<file path="config.mk">
export PLATFORM = sky130hd
export DESIGN_NAME = ram_io
export DESIGN_NICKNAME = d
export VERILOG_FILES = /design/src/rtl/ram_io_pkg.sv /design/src/rtl/ram_io_load_align.sv /design/src/rtl/ram_io.sv
export SDC_FILE = /design/constraint.sdc
export NUM_CORES = 1
export LEC_CHECK = 0
export CAP_MARGIN = 10
export CORE_MARGIN = 3
export CORE_UTILIZATION = 41
export DETAILED_ROUTE_END_ITERATION = 10
export PLACE_DENSITY = 0.86
export SYNTH_ARGS = -nofsm -noshare
export SYNTH_HDL_FRONTEND = slang
export SYNTH_SLANG_ARGS = --single-unit
</file>
<file path="constraint.sdc">
create_clock -name clk -period 3.5 [get_ports clk]
set_input_delay 0.7 -clock clk [delete_from_list [all_inputs] [get_ports clk]]
set_output_delay 0.7 -clock clk [all_outputs]
set_load 0.02 [all_outputs]
</file>
<file path="src/rtl/ram_io_pkg.sv">
// Memory-interface constants shared by ram_io and the CPU: access-size encodings,
// lane geometry and the ram_io controller state type.
package ram_io_pkg;

  localparam int NUM_LANES = 4;
  localparam int LANE_W    = 8;

  typedef enum logic [1:0] {
    SIZE_BYTE = 2'b00,
    SIZE_HALF = 2'b01,
    SIZE_WORD = 2'b10,
    SIZE_RSVD = 2'b11
  } mem_size_e;

  typedef enum logic [1:0] {
    ST_IDLE      = 2'd0,
    ST_READ_WAIT = 2'd1,
    ST_RESP      = 2'd2
  } ram_io_state_e;

  // Misaligned accesses and the reserved size are rejected before touching RAM.
  function automatic logic access_error(input mem_size_e size, input logic [1:0] offset);
    logic err;
    err = 1'b0;
    case (size)
      SIZE_BYTE: err = 1'b0;
      SIZE_HALF: err = offset[0];
      SIZE_WORD: err = |offset;
      default:   err = 1'b1;
    endcase
    return err;
  endfunction

endpackage

</file>
<file path="src/rtl/ram_io_load_align.sv">
// Load alignment: picks the addressed byte/halfword out of a RAM word and
// right-aligns it with zero or sign extension.
module ram_io_load_align
  import ram_io_pkg::*;
(
  input  logic [31:0] word_i,
  input  logic [1:0]  offset_i,
  input  mem_size_e   size_i,
  input  logic        signed_i,
  output logic [31:0] result_o
);

  logic [31:0] shifted;

  assign shifted = word_i >> {offset_i, 3'b000};

  always_comb begin
    result_o = shifted;
    case (size_i)
      SIZE_BYTE: result_o = {{24{signed_i & shifted[7]}}, shifted[7:0]};
      SIZE_HALF: result_o = {{16{signed_i & shifted[15]}}, shifted[15:0]};
      default:   result_o = shifted;
    endcase
  end

endmodule

</file>
<file path="src/rtl/ram_io.sv">
// Load/store front end for a single-port RAM with registered reads: accepts one
// request at a time, drives byte-lane writes, and returns a one-cycle response.
module ram_io
  import ram_io_pkg::*;
#(
  parameter int ADDR_WIDTH = 12,
  parameter int DATA_WIDTH = 32
) (
  input  logic                  clk,
  input  logic                  rst,
  input  logic                  req_valid,
  output logic                  req_ready,
  input  logic                  req_write,
  input  logic [1:0]            req_size,
  input  logic                  req_signed,
  input  logic [ADDR_WIDTH+1:0] req_addr,
  input  logic [DATA_WIDTH-1:0] req_wdata,
  output logic                  rsp_valid,
  output logic [DATA_WIDTH-1:0] rsp_rdata,
  output logic                  rsp_error,
  output logic [NUM_LANES-1:0]  ram_we,
  output logic [ADDR_WIDTH-1:0] ram_addr,
  output logic [DATA_WIDTH-1:0] ram_din,
  input  logic [DATA_WIDTH-1:0] ram_dout
);

  ram_io_state_e state_q, state_d;

  logic [ADDR_WIDTH-1:0] waddr_q, waddr_d;
  logic [1:0]            off_q, off_d;
  mem_size_e             size_q, size_d;
  logic                  signed_q, signed_d;

  logic                  rsp_valid_q, rsp_valid_d;
  logic                  rsp_error_q, rsp_error_d;
  logic [DATA_WIDTH-1:0] rsp_rdata_q, rsp_rdata_d;

  mem_size_e             req_size_e;
  logic                  req_err;
  logic                  accept;
  logic [NUM_LANES-1:0]  lane_be;
  logic [DATA_WIDTH-1:0] lane_din;
  logic [31:0]           load_result;

  assign req_size_e = mem_size_e'(req_size);
  assign req_err    = access_error(req_size_e, req_addr[1:0]);
  assign accept     = req_valid & req_ready;

  // Per-lane enable and replicated store data; the enable picks which copy lands.
  for (genvar gi = 0; gi < NUM_LANES; gi++) begin : g_lane
    localparam logic [1:0] LANE = 2'(gi);
    assign lane_be[gi] = (req_size_e == SIZE_WORD)
                       | ((req_size_e == SIZE_HALF) & (req_addr[1] == LANE[1]))
                       | ((req_size_e == SIZE_BYTE) & (req_addr[1:0] == LANE));
    assign lane_din[LANE_W*gi +: LANE_W] =
        (req_size_e == SIZE_BYTE) ? req_wdata[7:0] :
        (req_size_e == SIZE_HALF) ? req_wdata[LANE_W*(gi%2) +: LANE_W] :
                                    req_wdata[LANE_W*gi +: LANE_W];
  end

  // State register
  always_ff @(posedge clk) begin
    if (rst) begin
      state_q <= ST_IDLE;
    end else begin
      state_q <= state_d;
    end
  end

  // Next-state logic
  always_comb begin
    state_d = state_q;
    case (state_q)
      ST_IDLE: begin
        if (accept) begin
          state_d = (req_write || req_err) ? ST_RESP : ST_READ_WAIT;
        end
      end
      ST_READ_WAIT: state_d = ST_RESP;
      ST_RESP:      state_d = ST_IDLE;
      default:      state_d = ST_IDLE;
    endcase
  end

  // Outputs: RAM port A is driven straight from the request while idle.
  always_comb begin
    req_ready = (state_q == ST_IDLE) & ~rst;
    ram_we    = '0;
    ram_addr  = waddr_q;
    ram_din   = lane_din;
    if (state_q == ST_IDLE) begin
      ram_addr = req_addr[ADDR_WIDTH+1:2];
      if (accept && req_write && !req_err) begin
        ram_we = lane_be;
      end
    end
  end

  // Request latch
  always_comb begin
    waddr_d  = waddr_q;
    off_d    = off_q;
    size_d   = size_q;
    signed_d = signed_q;
    if (accept) begin
      waddr_d  = req_addr[ADDR_WIDTH+1:2];
      off_d    = req_addr[1:0];
      size_d   = req_size_e;
      signed_d = req_signed;
    end
  end

  ram_io_load_align u_load_align (
    .word_i   (ram_dout),
    .offset_i (off_q),
    .size_i   (size_q),
    .signed_i (signed_q),
    .result_o (load_result)
  );

  // Response: defaults to zero so everything clears as RESP is left.
  always_comb begin
    rsp_valid_d = 1'b0;
    rsp_error_d = 1'b0;
    rsp_rdata_d = '0;
    case (state_q)
      ST_IDLE: begin
        if (accept && (req_write || req_err)) begin
          rsp_valid_d = 1'b1;
          rsp_error_d = req_err;
        end
      end
      ST_READ_WAIT: begin
        rsp_valid_d = 1'b1;
        rsp_rdata_d = load_result;
      end
      default: begin
        rsp_valid_d = 1'b0;
      end
    endcase
  end

  always_ff @(posedge clk) begin
    if (rst) begin
      waddr_q     <= '0;
      off_q       <= '0;
      size_q      <= SIZE_BYTE;
      signed_q    <= 1'b0;
      rsp_valid_q <= 1'b0;
      rsp_error_q <= 1'b0;
      rsp_rdata_q <= '0;
    end else begin
      waddr_q     <= waddr_d;
      off_q       <= off_d;
      size_q      <= size_d;
      signed_q    <= signed_d;
      rsp_valid_q <= rsp_valid_d;
      rsp_error_q <= rsp_error_d;
      rsp_rdata_q <= rsp_rdata_d;
    end
  end

  assign rsp_valid = rsp_valid_q;
  assign rsp_error = rsp_error_q;
  assign rsp_rdata = rsp_rdata_q;

endmodule

</file>
# Word level (Yosys, flattened, before mapping)
# Index checks and enable logic that the tools add are counted.
# word_totals
ff_bits	53
in_bits	85
out_inout_bits	83
elab_cells	65
# classes
n_bitwise	21
n_reduce_logical	12
shifts	1
eq_ne	8
n_mux	15
# op_table
cell	count
case mux 32 bit (2 select lines)	1
2-to-1 mux 8 bit	5
right shift 32 x 5 -> 32 bit	1
2-to-1 mux 12 bit	1
bitwise AND 1 bit	10
equality test 2 x 1 -> 1 bit, second input constant	4
zero test 2 bit	4
2-to-1 mux 4 bit	2
equality test 2 bit, second input constant	3
bitwise OR 1 bit	6
inverter 1 bit	5
2-to-1 mux 2 bit	2
case mux 2 bit (2 select lines)	1
OR reduction 2 bit	2
logical AND 1 bit	3
case mux 1 bit (3 select lines)	1
OR reduction 3 bit	1
inequality test 2 bit, second input constant	1
case mux 1 bit (2 select lines)	1
zero test 1 bit	1
logical OR 1 bit	1
2-to-1 mux 1 bit	1

# Depth between registers and ports, before layout
# Gate-level depths: netlist of run 1.
# depth
depth_word	7
depth_mapped	6
mapped_depth_nobuf	3

# Hierarchy
# A second synthesis of run 1 with hierarchy kept.
# unflattened
hier_cells	344
area_unflattened_um2	3096.7
# modules_own_cells
module	instances	area_per_inst_um2	cells_each
ram_io	1	2288.4	238
ram_io_load_align	1	808.3	106

# Least setup slack after synthesis of run 1
# No wires, ideal clock.
# synth_path
path_type	input port to output port
start	in rst
end	out ram_we[0]
path_stages	3
path_slack_ps	551
arrival_time_ps	2249
t_required_ps	2800
cell_sequence	nor4b_2 > nand2_1 > a2111oi_1
# synth_via
elab_chain_cells	7
# synth_lines
item	line_no	text
start: declaration	ram_io.sv:10	input logic rst,
inverter 1 bit	ram_io.sv:87	req_ready = (state_q == ST_IDLE) & ~rst;
bitwise AND 1 bit	ram_io.sv:87	
bitwise AND 1 bit	ram_io.sv:47	assign accept = req_valid & req_ready;
logical AND 1 bit (2 in a row)	ram_io.sv:93	if (accept && req_write && !req_err) begin
2-to-1 mux 4 bit	ram_io.sv:93	
2-to-1 mux 4 bit	ram_io.sv:91	if (state_q == ST_IDLE) begin
end: declaration	ram_io.sv:21	output logic [NUM_LANES-1:0] ram_we,
# Every way passes these cells.

# Final worst setup path of run 1
# Ends and elaborated chain as after synthesis.

==> results of run 1 <==
## per-stage QoR
stage          setup WS [ps]  cell area [um2]  util, %  power (mW)  hold WS [ps]
2_1_floorplan          551.1             2850        -      0.8931         446.1
3_3_place_gp           115.3             4519    69.20       1.122         456.9
3_5_place_dp           141.7             4519    69.20       1.130         465.4
4_1_cts                133.4             4607    70.54       1.463         481.8
5_1_grt                73.60             4607    70.54       1.522         495.8
6_report               189.8             4607    70.54       1.456         477.5
## power groups by stage
stage | Sequential [mW] | Combinational (mW) | Clock, mW
6_report | 0.643 | 0.475 | 0.339
3_3_place_gp | 0.655 | 0.467 | 0
4_1_cts | 0.642 | 0.477 | 0.343
5_1_grt | 0.646 | 0.509 | 0.367
3_5_place_dp | 0.656 | 0.473 | 0
2_1_floorplan | 0.651 | 0.242 | 0
## synthesized netlist by cell type, drive strengths merged (2+ instances only)
library cell	number
a21oi	2
or3b	2
nand2	26
a21bo	2
nor2b	10
o21ai	33
mux2i	16
dfxtp	53
a211oi	14
mux2	37
o22ai	9
nor4b	2
nor3	13
clkbuf	15
a221oi	8
nand3	8
nor2	7
nand2b	18
buf	18
## worst max-delay path: stages
cell and delay, ps:
clkdlybuf4s50_1 460, nor4b_4 250, nand2_1 190, a2111oi_1 340
clkdlybuf4s50_1 670
## routing by layer
layer | routed length, um | GRT usage, % | vias up
li1 | - | - | 1388
met1 | 3452 | 24.59 | 1315
met2 | 4625 | 42.53 | 154
met3 | 1097 | 8.664 | 15
met4 | 242 | 8.525 | 0
met5 | 0 | 0 | -
## flip-flops by register name (all words and copies together), names as in the netlist
name,flops
rsp_error,1
state_q,2
rsp_valid,1
off_q,2
rsp_rdata,32
waddr_q,12
signed_q,1
size_q,2
## worst paths after layout
kind	startpoint	endpoint	slack, ps	cells after the start
max	rst	ram_we[0]	190	5
min	waddr_q[11]$_SDFFE_PP0N_	waddr_q[11]$_SDFFE_PP0N_	480	2
max reg2reg	off_q[1]$_SDFFE_PP0N_	rsp_rdata[22]$_SDFF_PP0_	940	4
min reg2reg	waddr_q[11]$_SDFFE_PP0N_	waddr_q[11]$_SDFFE_PP0N_	480	2
## area by class of cell
type	count	share of cell area [%]
Clock buffer	6	1.575
Clock inverter	2	0.3259
Inverter	2	0.1630
Multi-Input combinational cell	215	34.90
Sequential cell	53	23.03
Tap cell	77	2.091
Timing Repair Buffer	177	37.91
## cells by family (layout without fill, tap and decap cells)
logic type | Yosys count | count (layout) | share of synthesized area (%)
and+or+nand+nor | 86 | 86 | 15.94
AOI/OAI and AO/OA | 74 | 74 | 18.83
muxes | 54 | 54 | 21.03
DFF | 53 | 53 | 37.23
buffers and inverters | 35 | 187 | 6.672
xor gates and xnor gates | 1 | 1 | 0.3073
==> impl_results.md, run 1 <==
* Outcome: completed
* Sinks on Clock Net at between 50 and 60
* Max-slew violations at 0
* Tightest Pin Transition at between 800 and 900 ps
* Root buffer cell: clkbuf_8
* Antenna diode count at 0
* H-Tree Depth at 2
* Reg clk slew, reported paths at about 90 ps
* Leakage power at roughly 1.6 nW
* Clock buffer depth at 2
* Most common cell after layout, fill and taps aside: clkdlybuf4s50_1
* First-pass GRT wire length at 14390 um
* Synthesized area per cell at ~9.4 um2
* Drt wl/cell at between 15 and 20 um
* Asr flop ratio synth at 0%
* Synth top area cells: dfxtp_1, mux2_2, mux2i_1
* CTS Buf Count at 5
* Synth-to-Final Area Change at 61.63%
* Synth cell types at 36
* Die height at just under 90 um
* Post-Syn Nets at between 300 and 400
* Routability cong. at 0.8425
* Min cycle time layout at 3310 ps
* # DRC at 0
* Number of global-route vias before repair at about 2900
* Post-CTS sizing at 0
* Top_reg_cell synth: dfxtp_1
* DPL Wire Length at 7363 um
* Post-synth design cell area at roughly 2900 um2
* Number of flops mapped to enable cells by yosys at 0
* Total wire length at roughly 9400 um
* Fmax at 302.1 MHz
* Overflow after GRT at 0
* Flop pwr share at between 40% and 50%
* YS warnings at 0
* Initial antenna violation count at 0
* Post-CTS setup buffers at 0
* Clk pwr share at a little under a quarter
* Non-filler cells, final at approximately 530
* Switching power at between 0.4 and 0.5 mW
* Arrival @ worst endpoint at 2610 ps
* Final worst-path cycle share at 94.58%
* WS Path Type: in -> out
* Top-area cell type share of the netlist area at 37.23%
* Cell count after synthesis at a little over 300
* Worst endpoint required time at approximately 2800 ps
* Final hold vios at 0
* Dominant cell type by area after synthesis: dfxtp_1
* Dpl cells at 524
* Sw frac at between 30% and 40%
* Crit start category: input pin
* Core area at roughly 6500 um2
* Die W at roughly 89 um
* # hold bufs at CTS at 0
* Commonest non-fill, non-tap cells in the layout: clkdlybuf4s50_1, dfxtp_1, mux2_2
* Crit Path Max Fanout at 4
* RSZ-0062 raised after global routing: no
* Final setup vio count at 0
* Worst-Skew Late Latency at 300 ps
* Hold Crit Class: reg -> reg
* Fillers at roughly 500
* Largest net degree at the start of global routing at 36
* Drt initial violations at between 90 and 100
* PwrDens at 316.1 nW/um2
* Via count at between 2000 and 3000
* Final ANT Viol Nets at 0
* #FFs+latches synth at 53
* Slew HR at around 43%
* Post-DR vias/cell at 5.398
* Ratio of cells with drive above 1 in the final layout at 15.38%
* Register area at ~1100 um2
* Initial Utilization at between 40 and 50%
* Clock skew at around 8.5 ps
* All-Layer GR Usage at between 20% and 30%
* Fin nets at ~540
* Worst IR drop on VDD at between 0.00015 and 0.0002 V
* Endpoint type of the worst setup path: output port
* I/O pins at around 170
* Router iterations before antenna repair at 4
* Footprint of the multi-input gates at 1608 um2
* CTS tree: built
* Post-synthesis sequential area ratio at 37.23%
* Internal power at 1.019 mW
* Comb power frac at between 30% and 40%
* Row cnt at 29
* Die footprint at around 8000 um2
* Max_cap viols at 0
* Final setup TNS at 0 ps
* I/O Buffers at 167
No activity file was read; power rests on OpenSTA's default activity.
==> inputs of run 2 (changes only) <==
--- a/config.mk
+++ b/config.mk
@@ -5,11 +5,12 @@
 export SDC_FILE = /design/constraint.sdc
 export NUM_CORES = 1
 export LEC_CHECK = 0
-export CAP_MARGIN = 10
+export CAP_MARGIN = 20
 export CORE_MARGIN = 3
 export CORE_UTILIZATION = 41
 export DETAILED_ROUTE_END_ITERATION = 10
 export PLACE_DENSITY = 0.86
+export SLEW_MARGIN = 0
 export SYNTH_ARGS = -nofsm -noshare
 export SYNTH_HDL_FRONTEND = slang
 export SYNTH_SLANG_ARGS = --single-unit
==> constraint.sdc (replaced) <==
create_clock -name clk -period 3.5 [get_ports clk]
set_input_delay 0.7 -clock clk [delete_from_list [all_inputs] [get_ports clk]]
set_output_delay 0.7 -clock clk [all_outputs]
set_load 0.005 [all_outputs]
==> impl_results.md, run 2 (synthesized netlist as in run 1, its figures left out) <==
* Post-CTS setup buffers at 0 (unchanged)
* Switching power at 0.3762 mW (-14%)
* Clock skew at 6.475 ps (-2.068 ps)
* Largest register FFs at 32 (unchanged)
* PwrDens at 305.9 nW/um2 (-3.2%)
* Antenna diode count at 0 (unchanged)
* WS Path Type: in -> out
* Commonest non-fill, non-tap cells in the layout: clkdlybuf4s50_1, dfxtp_1, mux2_2
* Clock buffer depth at 2 (unchanged)
* Core area at 6531 um2 (unchanged)
* Reg clk slew, reported paths at 90 ps (about the same)
* Cell breakdown of the critical path: clkdlybuf4s50_1 > nor4b_4 > nand2_1 > a2111oi_1 > clkdlybuf4s50_1
* Outcome: completed
* First-pass GRT wire length at 14380 um (about the same)
* H-Tree Depth at 2 (unchanged)
* Sw frac at 26.68% (-3.3 points)
* Min cycle time layout at 3259 ps (-50.98 ps)
* Crit-path max cell delay at 580 ps (-90 ps)
* Router iterations before antenna repair at 4 (unchanged)
* Area after DPL at 4519 um2 (unchanged)
* Synth-to-Final Area Change at 61.72% (about the same)
* Overflow after GRT at 0 (unchanged)
* Drt initial violations at 59 (-40%)
* Sinks on Clock Net at 53 (unchanged)
* Fmax at 306.8 MHz (+1.6%)
* Final worst-path cycle share at 93.12% (-1.5 points)
* Worst-Skew Late Latency at 300 ps (about the same)
* Drt wl/cell at 17.79 um (+0.53%)
* Leakage power at 1.654 nW (+0.36%)
* CTS Buf Count at 5 (unchanged)
* Final setup vio count at 0 (unchanged)
* Row cnt at 29 (unchanged)
* Worst endpoint required time at 2800 ps (about the same)
* Total wire length at 9448 um (+0.34%)
* Max-slew violations at 0 (unchanged)
* Crit start category: input pin
* Final hold vios at 0 (unchanged)
* Arrival @ worst endpoint at 2560 ps (-50 ps)
* RSZ-0062 raised after global routing: no
* Post-DR vias/cell at 5.405 (+0.12%)
* Worst Hold Launch: waddr_q[6]$_SDFFE_PP0N_
* Tightest Pin Transition at 808.5 ps (-49.49 ps)
* Start of the worst register-to-register path: off_q[1]$_SDFFE_PP0N_
* CTS tree: built
* Fin area at 4609 um2 (about the same)
* I/O Buffers at 167 (unchanged)
* Final setup TNS at 0 ps (unchanged)
* Clk pwr share at 24.7% (+1.4 points)
* Via count at 2870 (-0.070%)
* DPL Wire Length at 7496 um (+1.8%)
* Die footprint at 7988 um2 (unchanged)
* Largest net degree at the start of global routing at 36 (unchanged)
* Slew HR at 46.03% (+3.3 points)
* Fin nets at 539 (unchanged)
* Hold Crit Class: reg -> reg
* Internal power at 1.034 mW (+1.4%)
* Worst IR drop on VDD at 0.0001578 V (-0.51%)
* Endpoint type of the worst setup path: output port
* Final Util at 70.57% (about the same)
* Root buffer cell: clkbuf_8
* All-Layer GR Usage at 23.53% (+0.11 points)
* Worst Setup SP: rst
* Routability cong. at 0.8571 (+1.7%)
* Most common cell on crit path: clkdlybuf4s50_1
* Max_cap viols at 0 (unchanged)
* Crit Path Max Fanout at 4 (unchanged)
* Die W at 89.38 um (unchanged)
* # DRC at 0 (unchanged)
* Final ANT Viol Nets at 0 (unchanged)
* Post-CTS sizing at 0 (unchanged)
* Initial antenna violation count at 0 (unchanged)
* # hold bufs at CTS at 0 (unchanged)
* Ratio of cells with drive above 1 in the final layout at 15.42% (+0.034 points)
* Flop pwr share at 45.6% (+1.5 points)
* CP max stage cell: clkdlybuf4s50_1
* Die height at 89.38 um (unchanged)
* Initial Utilization at 43.64% (unchanged)
* Worst hold slack at 484.9 ps (+7.432 ps)
* I/O pins at 168 (unchanged)
* Number of global-route vias before repair at 2950 (+1.2%)
* Comb power frac at 29.7% (-2.9 points)
* Most common cell after layout, fill and taps aside: clkdlybuf4s50_1
run 2: changes by cell type in the layout (fill, tap and decap cells not counted):
cell        change
clkbuf_1        -1
clkbuf_8        +1
clkinvlp_4      -1
run 2: power by group through the flow:
stage / Sequential [mW] / Clock, mW / Combinational (mW)
after floorplan: 0.647 / 0 / 0.189
after global placement: 0.656 / 0 / 0.411
after detailed placement: 0.657 / 0 / 0.417
after CTS: 0.643 / 0.352 / 0.421
after global routing: 0.646 / 0.377 / 0.454
final: 0.643 / 0.348 / 0.419
run 2: worst max-delay path: cells and delay by family:
kind | cells | cell delay (ps)
buffers and inverters | 2 | 1030
and+or+nand+nor | 2 | 460
AOI/OAI and AO/OA | 1 | 370
run 2: layer usage:
layer  part of all wire, %  global-route usage [%]  vias up
met3                    11                   9.493       14
met1                    37                   24.75     1323
met2                    50                   42.93      144
li1                      -                       -     1389
met4                   2.0                   6.901        0
met5                     0                       0        -
run 2: final timing paths:
kind	endpoint	slack [ps]	depth (start not counted)
setup / recovery	ram_we[0]	240	5
hold / removal	waddr_q[6]$_SDFFE_PP0N_	480	2
setup reg to reg	rsp_rdata[8]$_SDFF_PP0_	1250	3
hold reg to reg	waddr_q[6]$_SDFFE_PP0N_	480	2
run 2: cell type report:
cell class | count | area, um2
clock buffers | 6 | 82.58
clock inverters | 1 | 7.507
fillers | 485 | 1922
inverters | 2 | 7.507
multi-input cells | 215 | 1608
flip-flops and latches | 53 | 1061
well taps | 77 | 96.34
repair buffers | 177 | 1747
run 2: stage by stage:
step / setup slack (ps) / power, mW / cells
after global placement: 214.2 / 1.067 / 524
after global routing: 130.0 / 1.478 / 531
after CTS: 232.6 / 1.416 / 531
after detailed placement: 225.8 / 1.073 / 524
after floorplan: 1018 / 0.8364 / 303
final: 240.8 / 1.410 / 531
